--- src/rtl/id_grf_pkg.sv ---
// Shared types and constants for the ID-stage register file and its commit trace.
// The trace entry layout {pc, addr, data} is the 69-bit word stored in the FIFO.
package id_grf_pkg;

    localparam int GRF_ADDR_W      = 5;
    localparam int DATA_W          = 32;
    localparam int NUM_REGS        = 32;
    localparam int TRACE_DEPTH_DEF = 4;

    typedef struct packed {
        logic [DATA_W-1:0]     pc;
        logic [GRF_ADDR_W-1:0] addr;
        logic [DATA_W-1:0]     data;
    } trace_entry_t;

    localparam int TRACE_W = $bits(trace_entry_t);

    // $0 reads zero; a same-cycle write to the read address is forwarded.
    function automatic logic [DATA_W-1:0] grf_read(
        input logic [GRF_ADDR_W-1:0] raddr,
        input logic                  we,
        input logic [GRF_ADDR_W-1:0] waddr,
        input logic [DATA_W-1:0]     wdata,
        input logic [DATA_W-1:0]     stored
    );
        if (raddr == '0) begin
            return '0;
        end
        if (we && (waddr == raddr)) begin
            return wdata;
        end
        return stored;
    endfunction

endpackage

--- src/rtl/id_grf_trace_fifo.sv ---
// First-word-fall-through FIFO with occupancy count and a sticky overflow flag.
// A push into a full FIFO is accepted only when a pop frees a slot in the same cycle.
module trace_fifo #(
    parameter int DEPTH = 4,
    parameter int WIDTH = 69
) (
    input  logic                     clk,
    input  logic                     rst,
    input  logic                     push,
    input  logic [WIDTH-1:0]         push_data,
    input  logic                     pop,
    output logic [WIDTH-1:0]         head_data,
    output logic                     valid,
    output logic [$clog2(DEPTH):0]   count,
    output logic                     overflow
);

    localparam int PW = $clog2(DEPTH);
    localparam int CW = PW + 1;

    logic [WIDTH-1:0] mem [DEPTH];
    logic [PW-1:0]    wr_ptr;
    logic [PW-1:0]    rd_ptr;
    logic [CW-1:0]    count_q;
    logic             overflow_q;
    logic             full;
    logic             empty;
    logic             do_push;
    logic             do_pop;
    logic             drop;

    assign full    = (count_q == CW'(DEPTH));
    assign empty   = (count_q == '0);
    assign do_pop  = pop && !empty;
    assign do_push = push && (!full || do_pop);
    assign drop    = push && full && !do_pop;

    // Storage needs no reset: entries are only observable while counted.
    always_ff @(posedge clk) begin
        if (do_push) begin
            mem[wr_ptr] <= push_data;
        end
    end

    always_ff @(posedge clk or negedge rst) begin
        if (!rst) begin
            wr_ptr     <= '0;
            rd_ptr     <= '0;
            count_q    <= '0;
            overflow_q <= 1'b0;
        end else begin
            if (do_push) begin
                wr_ptr <= wr_ptr + PW'(1);
            end
            if (do_pop) begin
                rd_ptr <= rd_ptr + PW'(1);
            end
            case ({do_push, do_pop})
                2'b10:   count_q <= count_q + CW'(1);
                2'b01:   count_q <= count_q - CW'(1);
                default: count_q <= count_q;
            endcase
            if (drop) begin
                overflow_q <= 1'b1;
            end
        end
    end

    assign head_data = mem[rd_ptr];
    assign valid     = !empty;
    assign count     = count_q;
    assign overflow  = overflow_q;

endmodule

--- src/rtl/id_grf.sv ---
// ID-stage MIPS general register file: two bypassed read ports, one WB write port,
// and a commit-trace FIFO recording every WB write (including writes aimed at $0).
module id_grf
    import id_grf_pkg::*;
#(
    parameter int TRACE_DEPTH = TRACE_DEPTH_DEF
) (
    input  logic                          clk,
    input  logic                          rst,
    input  logic                          WB_we_ID,
    input  logic [GRF_ADDR_W-1:0]         WB_addr_ID,
    input  logic [DATA_W-1:0]             WB_data_ID,
    input  logic [DATA_W-1:0]             WB_pc_ID,
    input  logic [GRF_ADDR_W-1:0]         ID_rs_addr,
    input  logic [GRF_ADDR_W-1:0]         ID_rt_addr,
    output logic [DATA_W-1:0]             ID_rs_data,
    output logic [DATA_W-1:0]             ID_rt_data,
    output logic                          trace_valid,
    input  logic                          trace_ready,
    output logic [DATA_W-1:0]             trace_pc,
    output logic [DATA_W-1:0]             trace_data,
    output logic [GRF_ADDR_W-1:0]         trace_addr,
    output logic [$clog2(TRACE_DEPTH):0]  trace_count,
    output logic                          trace_overflow
);

    logic [DATA_W-1:0]  regs [NUM_REGS];
    trace_entry_t       push_entry;
    trace_entry_t       head_entry;
    logic [TRACE_W-1:0] head_bits;

    // Entry 0 is cleared on reset and never written, so it stays zero.
    always_ff @(posedge clk or negedge rst) begin
        if (!rst) begin
            for (int i = 0; i < NUM_REGS; i++) begin
                regs[i] <= '0;
            end
        end else if (WB_we_ID && (WB_addr_ID != '0)) begin
            regs[WB_addr_ID] <= WB_data_ID;
        end
    end

    assign ID_rs_data = grf_read(ID_rs_addr, WB_we_ID, WB_addr_ID, WB_data_ID, regs[ID_rs_addr]);
    assign ID_rt_data = grf_read(ID_rt_addr, WB_we_ID, WB_addr_ID, WB_data_ID, regs[ID_rt_addr]);

    assign push_entry = '{pc: WB_pc_ID, addr: WB_addr_ID, data: WB_data_ID};

    trace_fifo #(
        .DEPTH (TRACE_DEPTH),
        .WIDTH (TRACE_W)
    ) u_trace_fifo (
        .clk       (clk),
        .rst       (rst),
        .push      (WB_we_ID),
        .push_data (push_entry),
        .pop       (trace_ready),
        .head_data (head_bits),
        .valid     (trace_valid),
        .count     (trace_count),
        .overflow  (trace_overflow)
    );

    assign head_entry = trace_entry_t'(head_bits);
    assign trace_pc   = head_entry.pc;
    assign trace_addr = head_entry.addr;
    assign trace_data = head_entry.data;

endmodule

--- config.mk ---
export PLATFORM = sky130hd
export DESIGN_NAME = id_grf
export DESIGN_NICKNAME = d
export VERILOG_FILES = /design/src/rtl/id_grf_pkg.sv /design/src/rtl/id_grf_trace_fifo.sv /design/src/rtl/id_grf.sv
export SDC_FILE = /design/constraint.sdc
export NUM_CORES = 2
export LEC_CHECK = 0
export BUFFER_PORTS_ARGS = -buffer_cell sky130_fd_sc_hd__buf_2
export CORE_UTILIZATION = 25
export DETAILED_ROUTE_END_ITERATION = 10
export HOLD_SLACK_MARGIN = 0.08
export MAX_ROUTING_LAYER = met4
export PLACE_DENSITY_LB_ADDON = 0.08
export SLEW_MARGIN = 20
export SYNTH_ARGS = -nofsm -noshare
export SYNTH_HDL_FRONTEND = slang
export SYNTH_HIERARCHICAL = 1
export SYNTH_SLANG_ARGS = --single-unit
--- constraint.sdc ---
create_clock -name clk -period 3.63 [get_ports clk]
set_input_delay 0.726 -clock clk [delete_from_list [all_inputs] [get_ports clk]]
set_output_delay 0.726 -clock clk [all_outputs]
set_load 0.03 [all_outputs]
# After elaboration in Yosys (flattened, before gate mapping)
# Memories as Yosys holds them, arrays and structs flattened.
# Cells that the tools add are included.
# word_totals
inputBits	83
mem_bits_ro	0
reg_bits	1032
ram_bits	276
latchBits	0
wordCells	96
mem_count	1
# memory_table
name	depth	word_bits	rd	rd_clocked_by_memory_dff	wr	line_no	rtl
u_trace_fifo.mem	4	69	1	0	1	id_grf_trace_fifo.sv:21	logic [WIDTH-1:0] mem [DEPTH];
# classes
n_addsub	4
n_mux	26
mul	0
n_lt_le_gt_ge	4
div	0
n_bitwise	3
shifts	0
reduce_logical	17
n_eq_ne	5
# op_table
cell	n
bitwise mux 1024 bit	1
two-way mux 32 bit	13
binary-select mux 32 bit (select 5 bit)	2
demux 32 bit (select 5 bit)	1
>= comparator 6 bit (second input constant)	3
inverter 5 -> 6 bit	3
== test 5 bit	2
logical NOT 5 bit	2
logical AND 1 bit	8
two-way mux 1 bit	8
< comparator 6 x 1 -> 1 bit (second input constant)	1
case mux 3 bit (2 select lines)	1
nonzero test 5 bit	1
adder 2 x 1 -> 2 bit (second input constant)	2
adder 3 x 1 -> 3 bit (second input constant)	1
== test 3 bit (second input constant)	1
logical NOT 1 bit	3
logical NOT 3 bit	1
subtractor 3 x 1 -> 3 bit (second input constant)	1
== test 2 x 1 -> 1 bit (second input constant)	1
== test 2 bit (second input constant)	1
nonzero test 2 bit	1
logical OR 1 bit	1

# Depth between registers and ports, before layout
# depth
word_depth	7
ltp_mapped	9

# Modules after synthesis
# Netlist, hierarchy kept.
# modules_own_cells
module	seq_area_each_um2	cells_per_inst	area_each_um2	n_inst
id_grf	25624.6	3920	55988.7	1
trace_fifo	8488.1	400	10441.3	1

# Worst setup path after synthesis
# OpenSTA, ideal clock, no wires.
# synth_timing
path_type	input-to-output
startpoint	input ID_rs_addr[0]
endpoint	output ID_rs_data[24]
n_path_buf	5
t_arrival_ns	2.675
path_stages	9
required_time_ns	2.904
setup_slack_ns	0.229
path_cell_list	buf_6 -> buf_12 -> buf_12 -> buf_12 -> buf_12 -> mux2i_1 -> a2111oi_0 -> nor3_1 -> nor3_1
# synth_via
elab_chain_len	6
# synth_lines
item	line_no	rtl
start: declaration	id_grf.sv:14	input logic [GRF_ADDR_W-1:0] ID_rs_addr,
inverter 5 -> 6 bit (implied by the code) or == test 5 bit (tied branches)	id_grf.sv:43, id_grf_pkg.sv:29	
binary-select mux 32 bit (select 5 bit) or logical AND 1 bit (tied branches)	id_grf.sv:43, id_grf_pkg.sv:29	
two-way mux 32 bit (implied by the code) or two-way mux 1 bit (tied branches) (2 in series)	id_grf.sv:43, id_grf_pkg.sv:29	
two-way mux 32 bit	id_grf_pkg.sv:32	return stored;
two-way mux 32 bit *	id_grf_pkg.sv:29	if (we && (waddr == raddr)) begin
end: declaration	id_grf.sv:16	output logic [DATA_W-1:0] ID_rs_data,
# Every way passes the cells marked *; elsewhere a longest branch is shown, timed or not. The select of a mux whose other input is x is not followed.

# Worst setup path in the final report
# layout_timing
startpoint	input ID_rs_addr[0]
endpoint	output ID_rs_data[25]
# Same word-level chain as after synthesis.

==> results.cfg <==
[setup_path]
path_cells = buf_16 > buf_16 > buf_12 > buf_16 > buf_16 > buf_6 > mux2i_2 > a221oi_2 > o21ai_1 > a211oi_2 > a211o_1 > buf_12 > buf_12
worstPathMaxFanout = 6
required_ns = 2.90
crit_slowest_cell = a211oi_2
slowest_delay_ns = 0.38
rrSetupSlack_ns = 1.46
cp-start-kind = input pin
crit_path_end_kind = output pin
cp_num_buf_inv = 8
timing.critical_path.mode_cell = buf_16
rr_endpoint = u_trace_fifo/count[2]$_DFFE_PN0P_
critical_path_class = input pin to output pin
critPathTopFamily = buffers and inverters
critPathArrivalTime_ns = 3.06
worstReg2RegStart = u_trace_fifo/count[0]$_DFFE_PN0P_
reg2reg_depth = 9

[sta]
holdWs_ns = 0.144
drv_slew = 0
fin_skew_ns = 0.0172
max-slew-margin-rel_pct = 22.4
final_hold_viol_count = 0
period_share_pct = 104
fmax_ghz = 0.264
rsz0062_at_grt = true
final-setup-viol-count = 16
worst_slack_ns = -0.152
worst_pin_slew_ns = 1.16
fin_crit_ns = 3.78

[die]
die_area_sq_um = 268000
core_area_sq_um = 263000
start_util_pct = 25.2
io_pins = 221
dieHeight_um = 517
rows = 188
fp.dieW_um = 517

[global_routing]
antenna_found_initial = 15
grt-ovfl-total = 0
grt_use_met2_pct = 36.4
grt-busiest-layer = met2
use_met1_pct = 29.2
grt_max_degree = 95
use_met3_pct = 2.60
grt_pass1_vias = 46100
track_usage_pct = 22.2
grt_pass1_wl_um = 399000

[worst_hold_path]
min_path_cells = 1
hold_class = input pin to register
hp-start = WB_pc_ID[22]
whs_endpoint = u_trace_fifo/mem[3][59]$_DFFE_PP_

[route]
drt_iter0_markers = 2782
avgViaCountPerCell = 5.05
drcViolationCount = 0
drtAntennaViolNets = 0
wire_per_inst_um = 33.5
drt_wl_total_um = 289000
num_vias = 43600
first_pass_iters = 5

[placed_design]
dp_hpwl_um = 186000
port-buffer-count = 220
place_ws_ns = -1.47
place_congestion = 0.791

[outcome]
status = complete, but fails checks
violations = negative setup slack

[clock_tree]
clockBufferDepth = 3
clkTransAtPathRegs_ns = 0.06
cts_buffers = 163
cts_tree = built
clock-sinks = 1308
insertion_delay_ns = 0.82
root_buffer = clkbuf_16
htreeDepth = 4

[synth]
synth_area_sq_um = 66400
async_reset_ff_share_pct = 78.9
yosysUniqueCellTypes = 71
synth.yosys.seq_area_share_pct = 51.4
ys_ff_latch = 1308
synth_ff_type = dfrtp_1
synth_nets = 4409
netlist_top_cells_area = dfrtp_1 39%, mux2_2 19%, mux4_2 15%
synth_top_area_cell = dfrtp_1
synth_edf_count = 276
synthCells = 4320
ys_warn_count = 6
syn_area_per_cell_sq_um = 15.4
yosys.area.top_type_share_pct = 38.9

[final_layout]
area_growth_pct = 28.9
drive_above_1_share_pct = 58.8
fillCellCount = 25900
multi_input_area_sq_um = 31800
fin_nets = 5060
seq_area_sq_um = 34100

[run]
maxCapViolCount = 0

[pwr]
p_leak_uw = 0.0356
power_uw = 49700
power.density_nw_per_um2 = 580
peakVddDrop_uv = 427
## state kept, by name (all words and copies together), names as in the netlist
register and flops:
regs 1024, u_trace_fifo/mem 276, u_trace_fifo/count 3, u_trace_fifo/rd_ptr 2, u_trace_fifo/wr_ptr 2, u_trace_fifo/overflow 1
## routing by layer
metal,wire [um],vias up
met5,0,-
met4,8160,0
met3,9710,337
met2,142000,935
met1,130000,24100
li1,-,18200
## cell usage after synthesis (16+ instances only)
library cell,instances
a211o_1,18
a211oi_1,37
a21oi_1,28
a221o_1,21
a221oi_1,48
a22oi_1,20
buf_1,37
buf_2,133
buf_4,29
buf_6,46
clkbuf_1,189
dfrtp_1,1032
edfxtp_1,276
mux2_2,1105
mux2i_1,251
mux4_2,434
nand2_1,49
nand2b_1,19
nor2_1,92
nor3_1,93
nor3b_1,16
nor4_1,24
o21ai_0,21
o22ai_1,107
## where the power goes
group / total [uW] / internal, uW / leakage, uW / switching, uW
combinational: 13100 / 6490 / 0.0172 / 6590
sequential: 19900 / 17900 / 0.0158 / 1950
clock: 16700 / 9700 / 0.00266 / 7010
## repair_timing
item                                    4_1_cts  5_1_grt
cloned                                       13        6
endpoints found under the setup margin       61       61
hold buffers                                 32        0
endpoints found under the hold margin       156        0
gates resized for setup                     344      206
pin swaps                                    62       71
setup buffers                                60       48
## worst reg2reg max path, stage by stage (launching register included)
cell	delay, ns
dfrtp_1	0.47
nor4b_4	0.35
nor2b_2	0.16
inv_1	0.09
ha_1	0.18
inv_1	0.06
fa_1	0.38
xor2_1	0.15
nor2_1	0.13
xor2_1	0.15
## how the worst max path moves through the flow
stage                        from        endpoint  slack [ns]  depth (start not counted)
CTS                 ID_rs_addr[0]   ID_rs_data[6]       -0.14                         14
global placement    ID_rs_addr[2]   ID_rs_data[5]       -1.37                         11
global route        ID_rs_addr[0]  ID_rs_data[25]       -0.17                         13
detailed placement  ID_rs_addr[2]   ID_rs_data[5]       -1.47                         11
finish              ID_rs_addr[0]  ID_rs_data[25]       -0.15                         13
floorplan           ID_rs_addr[0]  ID_rs_data[24]        0.23                          9
## placed cells by master (no fill, tap or decap), types with 23 or more instances in the layout
cell type / count
buf_12: 156
mux4_2: 434
o22ai_1: 75
o22ai_2: 25
buf_16: 27
buf_4: 456
nor3_4: 23
mux2_2: 1100
clkbuf_8: 36
edfxtp_1: 276
buf_6: 65
clkinv_2: 25
clkbuf_1: 49
buf_2: 165
dlygate4sd3_1: 32
a221oi_1: 30
dfrtp_1: 1030
nor3_1: 40
nand2_1: 32
nor2_1: 69
a211oi_1: 25
clkbuf_16: 171
nor3_2: 33
mux2i_1: 227
## stage by stage
stage,TNS [ns],instance area [sq um],util [%],instances
after floorplan,0,66400,-,4320
after global placement,-19.43,75800,28.8,8180
after detailed placement,-18.36,75800,28.8,8180
after CTS,-1.36,84200,32.0,8577
after global routing,-1.77,85600,32.5,8622
final,-0.886,85600,32.5,8623
## cells by family after synthesis
kind of cell    synth area share (%)
xor+xnor                       0.211
compound gates                  4.30
buf+inv                         3.95
mux                             37.3
fa+ha+maj                      0.124
flops                           51.4
simple gates                    2.80
## cell type report
class / count / area share, %
inverters: 16 / 0.0731
diodes: 3 / 0.00877
well taps: 3515 / 5.14
multi-input cells: 2545 / 37.1
clock inverters: 50 / 0.713
clock buffers: 249 / 5.59
flip-flops and latches: 1308 / 39.9
repair buffers: 937 / 11.5
(Power assumes the default switching activity.)
